--- src/rtl/banco_registros_param.sv ---
// Parametrised register bank: two combinational read ports, one synchronous
// write port, optional hardwired-zero R0, write-to-read bypass, per-register
// pending scoreboard and a multi-cycle clear sweep.
module banco_registros_param #(
    parameter int BITS_PALAVRA  = 16,
    parameter int NUM_REGISTROS = 4,
    parameter int ZERO_REG      = 0,
    parameter int BYPASS        = 1,
    localparam int END_REGISTROS = $clog2(NUM_REGISTROS)
) (
    input  logic                     clock,
    input  logic                     reset,
    input  logic                     hab_escrita,
    input  logic [END_REGISTROS-1:0] sel_sc,
    input  logic [BITS_PALAVRA-1:0]  e,
    input  logic [END_REGISTROS-1:0] sel_sa,
    input  logic [END_REGISTROS-1:0] sel_sb,
    output logic [BITS_PALAVRA-1:0]  a,
    output logic [BITS_PALAVRA-1:0]  b,
    input  logic                     reserva,
    input  logic [END_REGISTROS-1:0] sel_rd,
    output logic                     pend_a,
    output logic                     pend_b,
    input  logic                     limpa,
    output logic                     pronto,
    output logic                     escrita_perd
);

    typedef enum logic [0:0] {
        IDLE     = 1'b0,
        LIMPANDO = 1'b1
    } estado_t;

    localparam logic [END_REGISTROS-1:0] ULTIMO   = END_REGISTROS'(NUM_REGISTROS - 1);
    localparam logic [END_REGISTROS-1:0] END_ZERO = {END_REGISTROS{1'b0}};
    localparam logic [END_REGISTROS-1:0] END_UM   = END_REGISTROS'(1);

    logic [BITS_PALAVRA-1:0]  regs_q [NUM_REGISTROS];
    logic [BITS_PALAVRA-1:0]  regs_d [NUM_REGISTROS];
    logic [NUM_REGISTROS-1:0] pend_q;
    logic [NUM_REGISTROS-1:0] pend_d;
    estado_t                  estado_q;
    estado_t                  estado_d;
    logic [END_REGISTROS-1:0] cont_q;
    logic [END_REGISTROS-1:0] cont_d;
    logic                     perd_q;
    logic                     perd_d;
    logic                     byp_a_s;
    logic                     byp_b_s;

    // True when the address names the hardwired-zero register.
    function automatic logic eh_zero(input logic [END_REGISTROS-1:0] sel);
        return (ZERO_REG != 0) && (sel == END_ZERO);
    endfunction

    // Next-state logic: writes, reservations and the clear sweep sequencing.
    always_comb begin
        estado_d = estado_q;
        cont_d   = cont_q;
        perd_d   = 1'b0;
        pend_d   = pend_q;
        for (int i = 0; i < NUM_REGISTROS; i++) begin
            regs_d[i] = regs_q[i];
        end
        case (estado_q)
            IDLE: begin
                for (int i = 0; i < NUM_REGISTROS; i++) begin
                    // A write commits even on the cycle the sweep starts.
                    regs_d[i] = (hab_escrita && (sel_sc == END_REGISTROS'(i)) && !eh_zero(sel_sc))
                              ? e : regs_q[i];
                    // Clear-all beats reservation, reservation beats write-release.
                    pend_d[i] = limpa ? 1'b0
                              : (reserva && (sel_rd == END_REGISTROS'(i)) && !eh_zero(sel_rd)) ? 1'b1
                              : (hab_escrita && (sel_sc == END_REGISTROS'(i))) ? 1'b0
                              : pend_q[i];
                end
                if (limpa) begin
                    estado_d = LIMPANDO;
                    cont_d   = END_ZERO;
                end else begin
                    estado_d = IDLE;
                    cont_d   = cont_q;
                end
            end
            LIMPANDO: begin
                for (int i = 0; i < NUM_REGISTROS; i++) begin
                    regs_d[i] = (cont_q == END_REGISTROS'(i)) ? {BITS_PALAVRA{1'b0}} : regs_q[i];
                end
                // Writes arriving during the sweep are dropped and flagged.
                perd_d = hab_escrita;
                // Counter wraps to zero naturally after the last register.
                cont_d = cont_q + END_UM;
                if (cont_q == ULTIMO) begin
                    estado_d = IDLE;
                end else begin
                    estado_d = LIMPANDO;
                end
            end
            default: begin
                estado_d = IDLE;
                cont_d   = END_ZERO;
            end
        endcase
    end

    // State registers with asynchronous active-low clear.
    always_ff @(posedge clock or negedge reset) begin
        if (!reset) begin
            for (int i = 0; i < NUM_REGISTROS; i++) begin
                regs_q[i] <= {BITS_PALAVRA{1'b0}};
            end
            pend_q   <= {NUM_REGISTROS{1'b0}};
            estado_q <= IDLE;
            cont_q   <= END_ZERO;
            perd_q   <= 1'b0;
        end else begin
            for (int i = 0; i < NUM_REGISTROS; i++) begin
                regs_q[i] <= regs_d[i];
            end
            pend_q   <= pend_d;
            estado_q <= estado_d;
            cont_q   <= cont_d;
            perd_q   <= perd_d;
        end
    end

    // Combinational read ports with optional same-cycle forwarding.
    always_comb begin
        byp_a_s = (BYPASS != 0) && (estado_q == IDLE) && hab_escrita && (sel_sc == sel_sa);
        byp_b_s = (BYPASS != 0) && (estado_q == IDLE) && hab_escrita && (sel_sc == sel_sb);
        if (eh_zero(sel_sa)) begin
            a = {BITS_PALAVRA{1'b0}};
        end else if (byp_a_s) begin
            a = e;
        end else begin
            a = regs_q[sel_sa];
        end
        if (eh_zero(sel_sb)) begin
            b = {BITS_PALAVRA{1'b0}};
        end else if (byp_b_s) begin
            b = e;
        end else begin
            b = regs_q[sel_sb];
        end
    end

    // Scoreboard and status outputs (pending bits are never forwarded).
    always_comb begin
        pend_a       = eh_zero(sel_sa) ? 1'b0 : pend_q[sel_sa];
        pend_b       = eh_zero(sel_sb) ? 1'b0 : pend_q[sel_sb];
        pronto       = (estado_q == IDLE);
        escrita_perd = perd_q;
    end

endmodule

--- config.mk ---
export PLATFORM = sky130hd
export DESIGN_NAME = banco_registros_param
export DESIGN_NICKNAME = d
export VERILOG_FILES = /design/src/rtl/banco_registros_param.sv
export SDC_FILE = /design/constraint.sdc
export NUM_CORES = 1
export LEC_CHECK = 0
export CAP_MARGIN = 20
export CORE_ASPECT_RATIO = 0.6
export CORE_MARGIN = 2
export CORE_UTILIZATION = 49
export CTS_CLUSTER_DIAMETER = 150
export DETAILED_ROUTE_END_ITERATION = 10
export GPL_ROUTABILITY_DRIVEN = 0
export GPL_TIMING_DRIVEN = 0
export PLACE_DENSITY_LB_ADDON = 0.3
export SYNTH_ARGS = -nofsm -noshare
export SYNTH_HDL_FRONTEND = slang
export SYNTH_SLANG_ARGS = --single-unit
--- constraint.sdc ---
create_clock -name clock -period 2.6 [get_ports clock]
set_clock_uncertainty 0.05 [all_clocks]
set_input_delay 0.39 -clock clock [delete_from_list [all_inputs] [get_ports clock]]
set_output_delay 0.39 -clock clock [all_outputs]
set_load 0.01 [all_outputs]
==> results of run 1 <==
worst register-to-register path: stages (launching register included):
cell and delay, ns:
dfrtp_2 0.42, buf_4 0.17, nor4b_4 0.66, a21oi_2 0.22, buf_6 0.22, a22o_1 0.18
per-layer routing:
layer	up-vias	share of wire, %	global-route usage [%]
met4	0	1.4	5.49
met3	16	9.4	7.80
met2	168	44	37.7
met5	-	0	0
li1	1267	-	-
met1	1491	45	35.9
layout by cell type, fill, tap and decap left out, drive strengths merged:
cell type	instances
mux2	32
buf	24
a21oi	9
nor2	1
dlygate4sd2	1
o21ai	1
bufinv	2
mux4	34
nand2b	4
nor4b	1
clkdlybuf4s50	56
and4b	1
nor2b	2
nor4bb	1
inv	5
ha	4
or3	1
nand4	4
and4bb	1
clkinvlp	2
a22o	65
clkbuf	14
dfrtp	72
xnor2	4
nand3	2
and2	1
report_power, final:
part | switching [mW] | internal [mW]
Sequential | 0.261 | 1.45
Clock | 0.468 | 0.918
Combinational | 0.799 | 1.04
Total | 1.53 | 3.41
path summary, 6_finish.rpt:
path	end	slack, ns	depth (start not counted)
hold / removal	escrita_perd$_DFF_PN0_	0.13	1
max in group asynchronous	estado_q$_DFF_PN0_	1.76	1
min in group clock	regs_q[33]$_DFFE_PN0P_	0.45	1
setup / recovery	a[6]	0.04	5
hold reg to reg	regs_q[33]$_DFFE_PN0P_	0.45	1
setup reg to reg	regs_q[50]$_DFFE_PN0P_	0.56	5
cell families after synthesis:
family / synth area share [%]
AO/OA/AOI/OAI: 15.9
XOR/XNOR: 0.848
adder cells (fa/ha/maj): 1.21
buffers and inverters: 4.69
flip-flops: 43.6
multiplexers: 30.0
AND/OR/NAND/NOR: 3.76
registers in the layout, summed over array words and instances (netlist names):
signal / count
cont_q: 2
regs_q: 64
pend_q: 4
estado_q: 1
escrita_perd: 1
per-stage QoR:
stage / TNS [ns] / setup WS [ns]
after floorplan: 0 / 0.668
after global placement: -103.87 / -1.33
after detailed placement: -8.88 / -0.399
after CTS: 0 / 0.00899
after global routing: 0 / 0.00357
final: 0 / 0.0361
layout make-up:
class | count | area [um^2]
Clock inverter | 4 | 75.1
Buffer | 24 | 189
Tap cell | 108 | 135
Timing Repair Buffer | 59 | 584
Inverter | 5 | 18.8
Clock buffer | 12 | 267
Sequential cell | 72 | 1800
Fill cell | 571 | 2810
Multi-Input combinational cell | 168 | 2150
what timing repair did:
item                       4_1_cts  5_1_grt
hold endpoints to repair         0        0
setup endpoints to repair       32        3
buffers inserted                 1        0
gates resized for setup         10        2
hold buffers                     0        0
==> impl_results.md, run 1 <==
* Req. time, crit path at 2.16 ns
* Top cells by area, synth: dfrtp_1, mux4_1, a22o_1, mux2_2, buf_6
* Crit. End Element: primary output
* Seq cells post-synth at 72
* Largest net degree at the start of global routing at 73
* Max cap viols at 0
* Number of global-route vias before repair at 2918
* Largest area contributor in the netlist: dfrtp_1
* Slew headroom at 39.7%
* Final Cell Area at 5230 um^2
* Remaining DRCs at 0
* H-tree depth at 3
* Fin crit period at 2.56 ns
* Drt pass-1 iters at 4
* Pleak at 2.45 nW
* Final setup fails at 0
* Achievable Freq at 0.390 GHz
* Initial antenna violation count at 0
* Sequential area share after synthesis at 43.6%
* Synthesized netlist cell count at 269
* Layout area overhead at 26.5%
* GR Util All Layers at 24.9%
* Layout cell share with drive strength beyond 1 at 25.6%
* Worst R2R Start: estado_q$_DFF_PN0_
* Crit Path Max Fanout at 10
* Commonest cells in the netlist: dfrtp_1, a22o_1, mux2_2, mux4_1, buf_2
* Crit Path Class: input pin to primary output
* Yosys cell types at 29
* RSZ-0062 raised after global routing: no
* Max Slew Vio Count at 0
* Hold WS at 0.129 ns
* Most numerous cell in the Yosys netlist: dfrtp_1
* Post-DRT Antenna Nets at 0
* Initial DRC Count at 255
* Post-synth top area share at 43.6%
* Tcrit/Tclk final at 98.6%
* Drt wl/cell at 23.6 um
* Fin nets at 372
* Slew @ Worst Pin at 0.905 ns
* Status: complete, no violations
* Vias per Instance at 6.51
* GRT overflow at 0
* Async SR Flop Fraction at 100%
* Syn nets at 302
* CP bufs+invs at 3
* Sink Count at 72
* Avg Cell Area, Syn at 15.4 um^2
* Die width at 123 um
* I/O Buffers at 58
* Synthesized area at 4130 um^2
* Clock tree buffer depth at 2
* Post-layout util at 65.0%
* Worst vdd ir at 0.000401 V
* EDFF count, synth at 0
* Top_reg_cell synth: dfrtp_1
* Synth warnings at 0
* Core ar. at 8040 um^2
* Post-Route WL at 10.7 mm
* Initial Utilization at 51.4%
* Power per cell area at 944 nW/um^2
* Die ar. at 9210 um^2
* CTS tree: done
* CP top delay family: buffers and inverters
* Placed insts at 435
* Critical path cell sequence: buf_2 > clkbuf_2 > mux4_2 > mux2_2 > clkdlybuf4s50_1
* Hold WC Path Type: input pin to async pin
* Clock root buffer: clkbuf_16
* Cts bufs inserted at 9
* Total power at 4.93 mW
* Final hold violations at 0
* Clock slew at reported path FFs at 0.06 ns
* CP max-delay cell: clkdlybuf4s50_1
* Diode count at 0
* Die H at 75.1 um
* Global-route wire length before repair at 16.6 mm
* Boundary Pins at 65
* Worst path arrival time at 2.12 ns
* Via count at 2942
* DP HPWL at 7.18 mm
* CP peak stage delay at 0.48 ns
* Fin cells at 452
* Site row count at 25
* Crit path launch: sel_sa[1]
* CP Launch Type: input pin
* Cell Area, Placed at 4840 um^2
* Worst skew pair latency at 0.33 ns
Power figures use the tool's default switching activity.
==> run 2, diff against run 1 <==
Settings changed: MAX_ROUTING_LAYER from default to met4.
==> run 2 against run 1 <==
  * Worst setup slack got worse by 0.012 ns
  * Global-route usage grew 0.85 points
  * Sequential share of layout area is the same
  * Sequential power about the same
  * Die area unchanged
  * First-iteration DRC count down 4.3%
  * Total power shrank 0.21%
  * Utilization did not move
  * Non-clock buffer count is the same
  * Register-to-register slack better by 0.02 ns
  * Clock power is essentially flat
  * Maximum frequency is 0.47% lower
  * Critical path type unchanged
  * Largest cell class unchanged
  * Largest power group unchanged
  * Highest routed layer unchanged
==> impl_results.md, run 2 (same netlist as run 1, synthesis figures left out) <==
* Most flop-heavy register: regs_q
* DP HPWL at 7.18 mm
* # fillers at 571
* I/O Buffers at 58
* Initial antenna violation count at 0
* Status: complete, no violations
* Initial DRC Count at 244
* GR Util All Layers at 25.8%
* Fin nets at 372
* Crit. End Element: primary output
* Total power at 4.92 mW
* Die ar. at 9210 um^2
* Largest net degree at the start of global routing at 73
* Layout cell share with drive strength beyond 1 at 25.6%
* Fin cells at 452
* Fin crit period at 2.58 ns
* Die width at 123 um
* Commonest non-fill, non-tap cell in the layout: dfrtp_1
* Crit path to: a[6]
* Vias per Instance at 6.54
* Post-layout util at 65.0%
* Boundary Pins at 65
* Diode count at 0
* Post-Route WL at 10.7 mm
* Worst skew pair latency at 0.33 ns
* Crit Path Class: input pin to primary output
* Via count at 2954
* Setup ws final at 0.0239 ns
* Power per cell area at 942 nW/um^2
* Slew headroom at 39.2%
* Max Slew Vio Count at 0
* Worst path arrival time at 2.14 ns
* Drt pass-1 iters at 5
* Post-DRT Antenna Nets at 0
* H-tree depth at 3
* Hold WS at 0.135 ns
* Commonest cells after routing, fill and taps aside: dfrtp_1, a22o_1, clkdlybuf4s50_1, mux2_2, mux4_1
* Setup TNS at 0 ns
* CP bufs+invs at 3
* Crit path launch: sel_sa[1]
* CP top delay family: buffers and inverters
* GRT overflow at 0
* Pre-CTS setup slack at -0.399 ns
* Slew @ Worst Pin at 0.912 ns
* Final setup fails at 0
* Top flop regs: regs_q: 64 flops, pend_q: 4 flops, cont_q: 2 flops
* Worst Reg2Reg Path Length in Cells at 5
* Global-route wire length before repair at 16.6 mm
* Worst vdd ir at 0.000400 V
* Remaining DRCs at 0
* Clock tree buffer depth at 2
* Hold WC Path Type: input pin to async pin
* Clock root buffer: clkbuf_16
* CTS tree: done
* Initial Utilization at 51.4%
* WP depth at 5
* Tcrit/Tclk final at 99.1%
* Achievable Freq at 0.388 GHz
* Worst R2R Start: estado_q$_DFF_PN0_
* Cell Area, Placed at 4840 um^2
* Die H at 75.1 um
* Reg2reg setup slack at 0.58 ns
* Layout area overhead at 26.5%
* Number of global-route vias before repair at 2919
* Max FFs per register at 64
* Max cap viols at 0
* Sink Count at 72
* Core ar. at 8040 um^2
* Crit Path Max Fanout at 10
* CP Launch Type: input pin
* Final hold violations at 0
* # hold bufs at CTS at 0
* Final Cell Area at 5230 um^2
* Clock slew at reported path FFs at 0.06 ns
* Placed insts at 435
* Site row count at 25
* Req. time, crit path at 2.16 ns
* RSZ-0062 raised after global routing: no
* CP max-delay cell: clkdlybuf4s50_1
* Pleak at 2.45 nW
* Cts bufs inserted at 9
* CP peak stage delay at 0.48 ns
* Capturing point of the worst reg2reg path: regs_q[52]$_DFFE_PN0P_
* Drt wl/cell at 23.7 um
* Critical path cell sequence: buf_2 > clkbuf_2 > mux4_2 > mux2_2 > clkdlybuf4s50_1
-- run 2: cell counts in the layout (fill, tap and decap cells not counted) --
Identical to the previous run, type by type.
-- run 2: worst min-delay path by stage --
stage / start / end / slack, ns
finish: reset / escrita_perd$_DFF_PN0_ / 0.13
global route: reset / escrita_perd$_DFF_PN0_ / 0.21
CTS: reset / escrita_perd$_DFF_PN0_ / 0.17
detailed placement: regs_q[33]$_DFFE_PN0P_ / regs_q[33]$_DFFE_PN0P_ / 0.44
global placement: regs_q[37]$_DFFE_PN0P_ / regs_q[37]$_DFFE_PN0P_ / 0.44
floorplan: reset / cont_q[0]$_DFFE_PN0P_ / 0.04
-- run 2: timing repair --
action | in CTS | in global routing
gates cloned | 0 | 0
pin swaps | 0 | 0
endpoints found under the setup margin | 32 | 3
gates resized for setup | 10 | 2
buffers inserted | 1 | 0
-- run 2: final cells by class --
class	count	area, um^2	share of cell area (%)
Inverter	5	18.8	0.359
Sequential cell	72	1800	34.5
Clock inverter	4	75.1	1.44
Buffer	24	189	3.62
Tap cell	108	135	2.59
Clock buffer	12	267	5.10
Timing Repair Buffer	59	584	11.2
Multi-Input combinational cell	168	2150	41.2
-- run 2: metal layers --
metal / track usage (%) / wire length, um / vias up
met5: - / 0 / -
li1: - / - / 1268
met2: 37.7 / 4730 / 183
met3: 7.65 / 1020 / 15
met1: 36.1 / 4820 / 1488
met4: 5.49 / 132 / 0
-- run 2: power by group --
part	switching [mW]	leakage, nW	internal [mW]
Combinational	0.795	1.32	1.04
Clock	0.464	0.161	0.918
Sequential	0.259	0.976	1.45
Total	1.52	2.45	3.40
